$ cat src/rtl/serial_adder.sv
// Bit-serial ripple-carry adder: computes a + b + cin one bit per clock, LSB first,
// with a single full-adder cell and a carry flip-flop.
//
// Ports:
//   clk    rising-edge clock
//   rst    synchronous active-high reset, priority over all other inputs
//   start  request an addition; a, b, cin captured when accepted (IDLE or DONE)
//   a, b   WIDTH-bit operands
//   cin    carry in
//   busy   high while bits are being processed (WIDTH cycles)
//   done   one-cycle pulse when sum/cout/ovf take their new value
//   sum    (a + b + cin) mod 2^WIDTH, held until the next done
//   cout   carry out of bit WIDTH-1
//   ovf    two's-complement overflow (carry into MSB XOR carry out of MSB)
module serial_adder #(
  parameter int WIDTH = 4
) (
  input  logic             clk,
  input  logic             rst,
  input  logic             start,
  input  logic [WIDTH-1:0] a,
  input  logic [WIDTH-1:0] b,
  input  logic             cin,
  output logic             busy,
  output logic             done,
  output logic [WIDTH-1:0] sum,
  output logic             cout,
  output logic             ovf
);

  localparam int CNT_W = $clog2(WIDTH) + 1;
  localparam logic [CNT_W-1:0] LastBit = CNT_W'(WIDTH - 1);

  typedef enum logic [1:0] {StIdle, StRun, StDone} state_e;

  state_e             state_q, state_d;
  logic [WIDTH-1:0]   a_sh_q, a_sh_d;
  logic [WIDTH-1:0]   b_sh_q, b_sh_d;
  logic [WIDTH-1:0]   res_sh_q, res_sh_d;
  logic               carry_q, carry_d;
  logic [CNT_W-1:0]   cnt_q, cnt_d;
  logic [WIDTH-1:0]   sum_q, sum_d;
  logic               cout_q, cout_d;
  logic               ovf_q, ovf_d;

  logic fa_s, fa_c;

  // The single full-adder cell.
  assign fa_s = a_sh_q[0] ^ b_sh_q[0] ^ carry_q;
  assign fa_c = (a_sh_q[0] & b_sh_q[0]) | (carry_q & (a_sh_q[0] ^ b_sh_q[0]));

  always_comb begin
    state_d  = state_q;
    a_sh_d   = a_sh_q;
    b_sh_d   = b_sh_q;
    res_sh_d = res_sh_q;
    carry_d  = carry_q;
    cnt_d    = cnt_q;
    sum_d    = sum_q;
    cout_d   = cout_q;
    ovf_d    = ovf_q;

    unique case (state_q)
      StIdle, StDone: begin
        state_d = StIdle;
        if (start) begin
          a_sh_d   = a;
          b_sh_d   = b;
          carry_d  = cin;
          res_sh_d = '0;
          cnt_d    = '0;
          state_d  = StRun;
        end
      end
      StRun: begin
        a_sh_d   = a_sh_q >> 1;
        b_sh_d   = b_sh_q >> 1;
        // Sum bits enter at the MSB so bit 0 lands at index 0 after WIDTH shifts.
        res_sh_d = {fa_s, res_sh_q[WIDTH-1:1]};
        carry_d  = fa_c;
        cnt_d    = cnt_q + CNT_W'(1);
        if (cnt_q == LastBit) begin
          state_d = StDone;
          // Visible results change only here; carry_q is still the carry into the MSB.
          sum_d   = res_sh_d;
          cout_d  = fa_c;
          ovf_d   = carry_q ^ fa_c;
        end
      end
      default: state_d = StIdle;
    endcase
  end

  always_ff @(posedge clk) begin
    if (rst) begin
      state_q  <= StIdle;
      a_sh_q   <= '0;
      b_sh_q   <= '0;
      res_sh_q <= '0;
      carry_q  <= 1'b0;
      cnt_q    <= '0;
      sum_q    <= '0;
      cout_q   <= 1'b0;
      ovf_q    <= 1'b0;
    end else begin
      state_q  <= state_d;
      a_sh_q   <= a_sh_d;
      b_sh_q   <= b_sh_d;
      res_sh_q <= res_sh_d;
      carry_q  <= carry_d;
      cnt_q    <= cnt_d;
      sum_q    <= sum_d;
      cout_q   <= cout_d;
      ovf_q    <= ovf_d;
    end
  end

  assign busy = (state_q == StRun);
  assign done = (state_q == StDone);
  assign sum  = sum_q;
  assign cout = cout_q;
  assign ovf  = ovf_q;

endmodule
$ cat config.mk
export PLATFORM = sky130hd
export DESIGN_NAME = serial_adder
export DESIGN_NICKNAME = d
export VERILOG_FILES = /design/src/rtl/serial_adder.sv
export SDC_FILE = /design/constraint.sdc
export NUM_CORES = 1
export LEC_CHECK = 0
export BUFFER_PORTS_ARGS = -buffer_cell sky130_fd_sc_hd__buf_2
export CAP_MARGIN = 10
export CORE_ASPECT_RATIO = 0.8
export CORE_MARGIN = 2
export CORE_UTILIZATION = 52
export DETAILED_ROUTE_END_ITERATION = 12
export GPL_TIMING_DRIVEN = 1
export PLACE_DENSITY = 0.76
export SLEW_MARGIN = 20
export SYNTH_ARGS = -nofsm -noshare
export SYNTH_HDL_FRONTEND = slang
export SYNTH_SLANG_ARGS = --single-unit
export TNS_END_PERCENT = 10
$ cat constraint.sdc
create_clock -name clk -period 1.4 [get_ports clk]
set_input_delay 0.28 -clock clk [delete_from_list [all_inputs] [get_ports clk]]
set_output_delay 0.28 -clock clk [all_outputs]
set_load 0.05 [all_outputs]
# Word-level counts from Yosys, hierarchy flattened
# Cells that the tools add are included.
# Widths: inputs -> output; s select.
# classes
n_addsub	1
mux	13
n_eq_ne	5
n_reduce_logical	5
n_bitwise	6
# op_table
operator	n
$pmux 4 s2	3
$mux 4	3
$pmux 3 s2	1
$pmux 2 s2	1
$reduce_and 2->1	2
$add 3x1->3 const B	1
$eq 3x2->1 const B	1
$mux 3	1
$xor 1x1->1	3
$and 1x1->1	2
$eq 2x1->1 const B	1
$eq 2x2->1 const B	1
$logic_not 2->1	1
$mux 1	2
$mux 2	1
$ne 2x1->1 const B	1
$ne 2x2->1 const B	1
$pmux 1 s2	1
$reduce_bool 2->1	1
$reduce_or 2->1	1
$or 1x1->1	1
# totals
ff_bits	24
word_cells	39

# Depth between registers and ports, before layout
# logic_depth
ltp_word	4
mapped_depth	6
mapped_depth_nobuf	5

# Worst setup path before layout
# Ideal clock, no wire load.
# synth_path
path_kind	register to register
startpoint	register cnt_q[0]
endpoint	register cout_q (netlist: cout)
setup_time_ns	0.071
setup_slack_ns	0.150
required_ns	1.329
synth_period_minus_slack_ns	1.250
path_buffers	1
t_arrival_ns	1.179
stages_incl_launch_ff	7
cell_sequence	dfxtp_1 -> ha_1 -> ha_1 -> buf_2 -> nand3b_1 -> nand2_1 -> a21oi_1
# synth_via
elab_chain_len	2
# synth_rtl
item	line	text
start, declared	41	logic [CNT_W-1:0] cnt_q, cnt_d;
start signal, assigned	111	cnt_q <= cnt_d;
$eq 3x2->1	82	if (cnt_q == LastBit) begin
$reduce_and 2->1 (no source line)	-	
end signal, assigned	113	cout_q <= cout_d;
end, declared	43	logic cout_q, cout_d;
# Every way passes these cells.
# A chain may end at the register's enable or synchronous reset.

# Final worst setup path
# layout_path
startpoint	register state_q[1]
endpoint	output port busy
# layout_via
elab_chain_len	1
# layout_rtl
item	line	text
start, declared	36	state_e state_q, state_d;
start signal, assigned	96	state_q <= StIdle;
start signal, assigned	106	state_q <= state_d;
$eq 2x1->1	118	assign busy = (state_q == StRun);
end, declared	24	output logic busy,
# Every way passes these cells.

==> flow_metrics.tcl <==
set metrics [dict create \
    status "finished clean" \
    grt_pass1_vias 784 \
    critPathKind "reg -> out" \
    ant_nets 0 \
    dieArea_mm2 0.00233 \
    yosys-top-cells-area "dfxtp_1 (45%), nand2_1 (9.2%), a21oi_1 (6.9%)" \
    crit_slowest_cell "dfxtp_1" \
    grt_pass1_wl_um 3390 \
    hold_viol 0 \
    worst_pin_slew_ps 432 \
    powerDensity_mw_per_mm2 1050 \
    dp.final_hpwl_um 1490 \
    dieHeight_um 43.6 \
    cpPeakStageDelay_ps 330 \
    fillers 175 \
    synth-async-reset-ratio_pct 0 \
    setup_viol 0 \
    ys_seq_elements 23 \
    ir_worst_vdd_uv 654 \
    cts.sinks 23 \
    synth_commonest_cells "nand2_1 (25), dfxtp_1 (23), a21oi_1 (14), nand3_1 (14), nor2_1 (9)" \
    setup_tns_ps 0 \
    syn_area_per_cell_um2 8.70 \
    synth_seq_area_share_pct 45.2 \
    antenna_found_initial 0 \
    synth_edf_count 0 \
    routabilityCongestion 0.859 \
    power.leakage_nw 0.480 \
    hold_class "in -> reg" \
    first_pass_iters 4 \
    instances_no_fill 160 \
    rrSetupSlack_ps 100 \
    drc 0 \
    start_util_pct 54.9 \
    die_x_um 53.5 \
    cap_violations 0 \
    synth_area_mm2 0.00102 \
    grtUsageMet3_pct 6.55 \
    num_io_pins 20 \
    grt_max_degree 24 \
    area_growth_pct 12.8 \
    utilization_pct 61.9 \
    crit_chain "nand2b_2 > inv_2 > buf_6" \
    initialDrtViolationCount 12 \
    viasPerCell 5.28 \
    cts-root-buf "clkbuf_4" \
    clk_latency_ps 310 \
    yosysMostFrequentCell "nand2_1" \
    fin_crit_sh_pct 97.6 \
    via_count 845 \
    rsz0062_at_grt "true" \
    cp.required_ps 1120 \
    slew_headroom_pct 71.2 \
    yosysTopAreaCell "dfxtp_1" \
    busiest_layer "met2" \
    final_nets 152 \
    overflow 0 \
    timing.fmax_mhz 732 \
    syn_inst 117 \
    synth_top_area_share_pct 45.2 \
    whs_ps 189 \
    endpoint_kind "primary output" \
    dpl.cell_count 156 \
    drt-total-wl_um 2000 \
    maxSlewViolCount 0 \
    cts_tree "done" \
    cp_top_family "flip-flops" \
    period_needed_ps 1370 \
    drive_gt1_share_pct 26.5 \
    syn_nets 132 \
    fin_ws_ps 33.4 \
    critPathLaunchType "register" \
    fin_skew_ps 7.19 \
    synth_top_flop_cell "dfxtp_1" \
    crit_arrival_ps 1090 \
    path_buf_inv 2 \
    routedWlPerCell_um 12.5 \
    whs_path_depth 3 \
    r2r_end "ovf" \
    port_buffers 19 \
    grt_use_met1_pct 24.3 \
    cp_max_fo 4 \
    yosys_warnings 0 \
    htree_levels 1 \
    ff2ff_path_depth 4 \
    hp-start "a[3]" \
    synthDistinctLibCells 22 \
    cts_buffer_depth 2 \
    r2r-start "a_sh_q[0]" \
    min_to "a_sh_q[3]" \
    core_mm2 0.00186 \
    track_usage_pct 20.3 \
    antenna_cells 0 \
    dp_slack_ps 114 \
    rows 14 \
    grt_util_met2_pct 33.8 \
    numCtsBuffers 3 \
    clk_pin_slew_ps 130 \
]
==> power breakdown <==
part           total, mW  internal [mW]  leakage [nW]  switching [mW]
clock              0.302          0.107        0.0177           0.195
sequential         0.712          0.687         0.188          0.0245
combinational      0.189         0.0817         0.274           0.107
total               1.20          0.876         0.480           0.327
==> worst max path at each step <==
stage | start | endpoint | slack (ps) | depth (start not counted)
CTS | state_q[0] | done | 2 | 2
detailed placement | a_sh_q[0] | ovf | 110 | 4
floorplan | cnt_q[0] | cout | 150 | 6
finish | state_q[1] | busy | 30 | 3
global route | state_q[1] | busy | -30 | 3
global placement | a_sh_q[0] | ovf | 180 | 4
==> registers in the layout, indices dropped and copies added, names as in the netlist <==
| signal | count |
|---|---|
| sum | 4 |
| carry_q | 1 |
| b_sh_q | 4 |
| a_sh_q | 4 |
| cnt_q | 3 |
| state_q | 2 |
| ovf | 1 |
| res_sh_q | 3 |
| cout | 1 |
==> cells in the final DEF, fill, tap and decap left out, drive strengths merged, types with 3 or more instances in the layout <==
cell type / count
nand2b: 4
a21oi: 14
dfxtp: 23
clkbuf: 3
buf: 25
nor2: 9
nand2: 26
nand3: 14
a311oi: 7
==> cell families (layout without fill, tap and decap cells) <==
group           Yosys count  count (layout)  share of synthesized area [%]
compound gates           22              22                           14.3
simple gates             56              56                           25.4
fa+ha+maj                 3               3                           4.42
buf+inv                  12              31                           9.83
xor+xnor                  1               1                          0.860
flops                    23              23                           45.2
==> what timing repair did <==
| item | CTS | global route |
|---|---|---|
| pin swaps | 0 | 1 |
| setup endpoints to repair | 2 | 4 |
| gates cloned | 0 | 0 |
| hold buffers | 0 | 0 |
| hold endpoints to repair | 0 | 0 |
| resized for setup | 4 | 2 |
| setup buffers | 0 | 0 |
==> per-stage QoR <==
| stage | instance area [um2] | power, mW |
|---|---|---|
| after global placement | 1110 | 0.900 |
| after floorplan | 1020 | 0.872 |
| after global routing | 1150 | 1.28 |
| after CTS | 1150 | 1.22 |
| final | 1150 | 1.20 |
| after detailed placement | 1110 | 0.909 |
==> area by class of cell <==
cell class	instances	area [um2]	share of cell area, %
Clock buffer	3	22.5	1.96
Timing Repair Buffer	25	161	14.1
Sequential cell	23	462	40.2
Clock inverter	1	5.00	0.436
Multi-Input combinational cell	82	460	40.1
Inverter	2	7.51	0.654
Tap cell	24	30.0	2.61
==> layer usage <==
| layer | routed length, um | vias up |
|---|---|---|
| met5 | 0 | - |
| met4 | 13 | 0 |
| met3 | 82 | 2 |
| met2 | 1010 | 21 |
| met1 | 889 | 393 |
| li1 | - | 429 |
==> worst min-delay path, cell delays in order <==
cell and delay [ps]:
buf_2 90, nand2_1 50, a21oi_1 50
No activity file was read; power rests on OpenSTA's default activity.
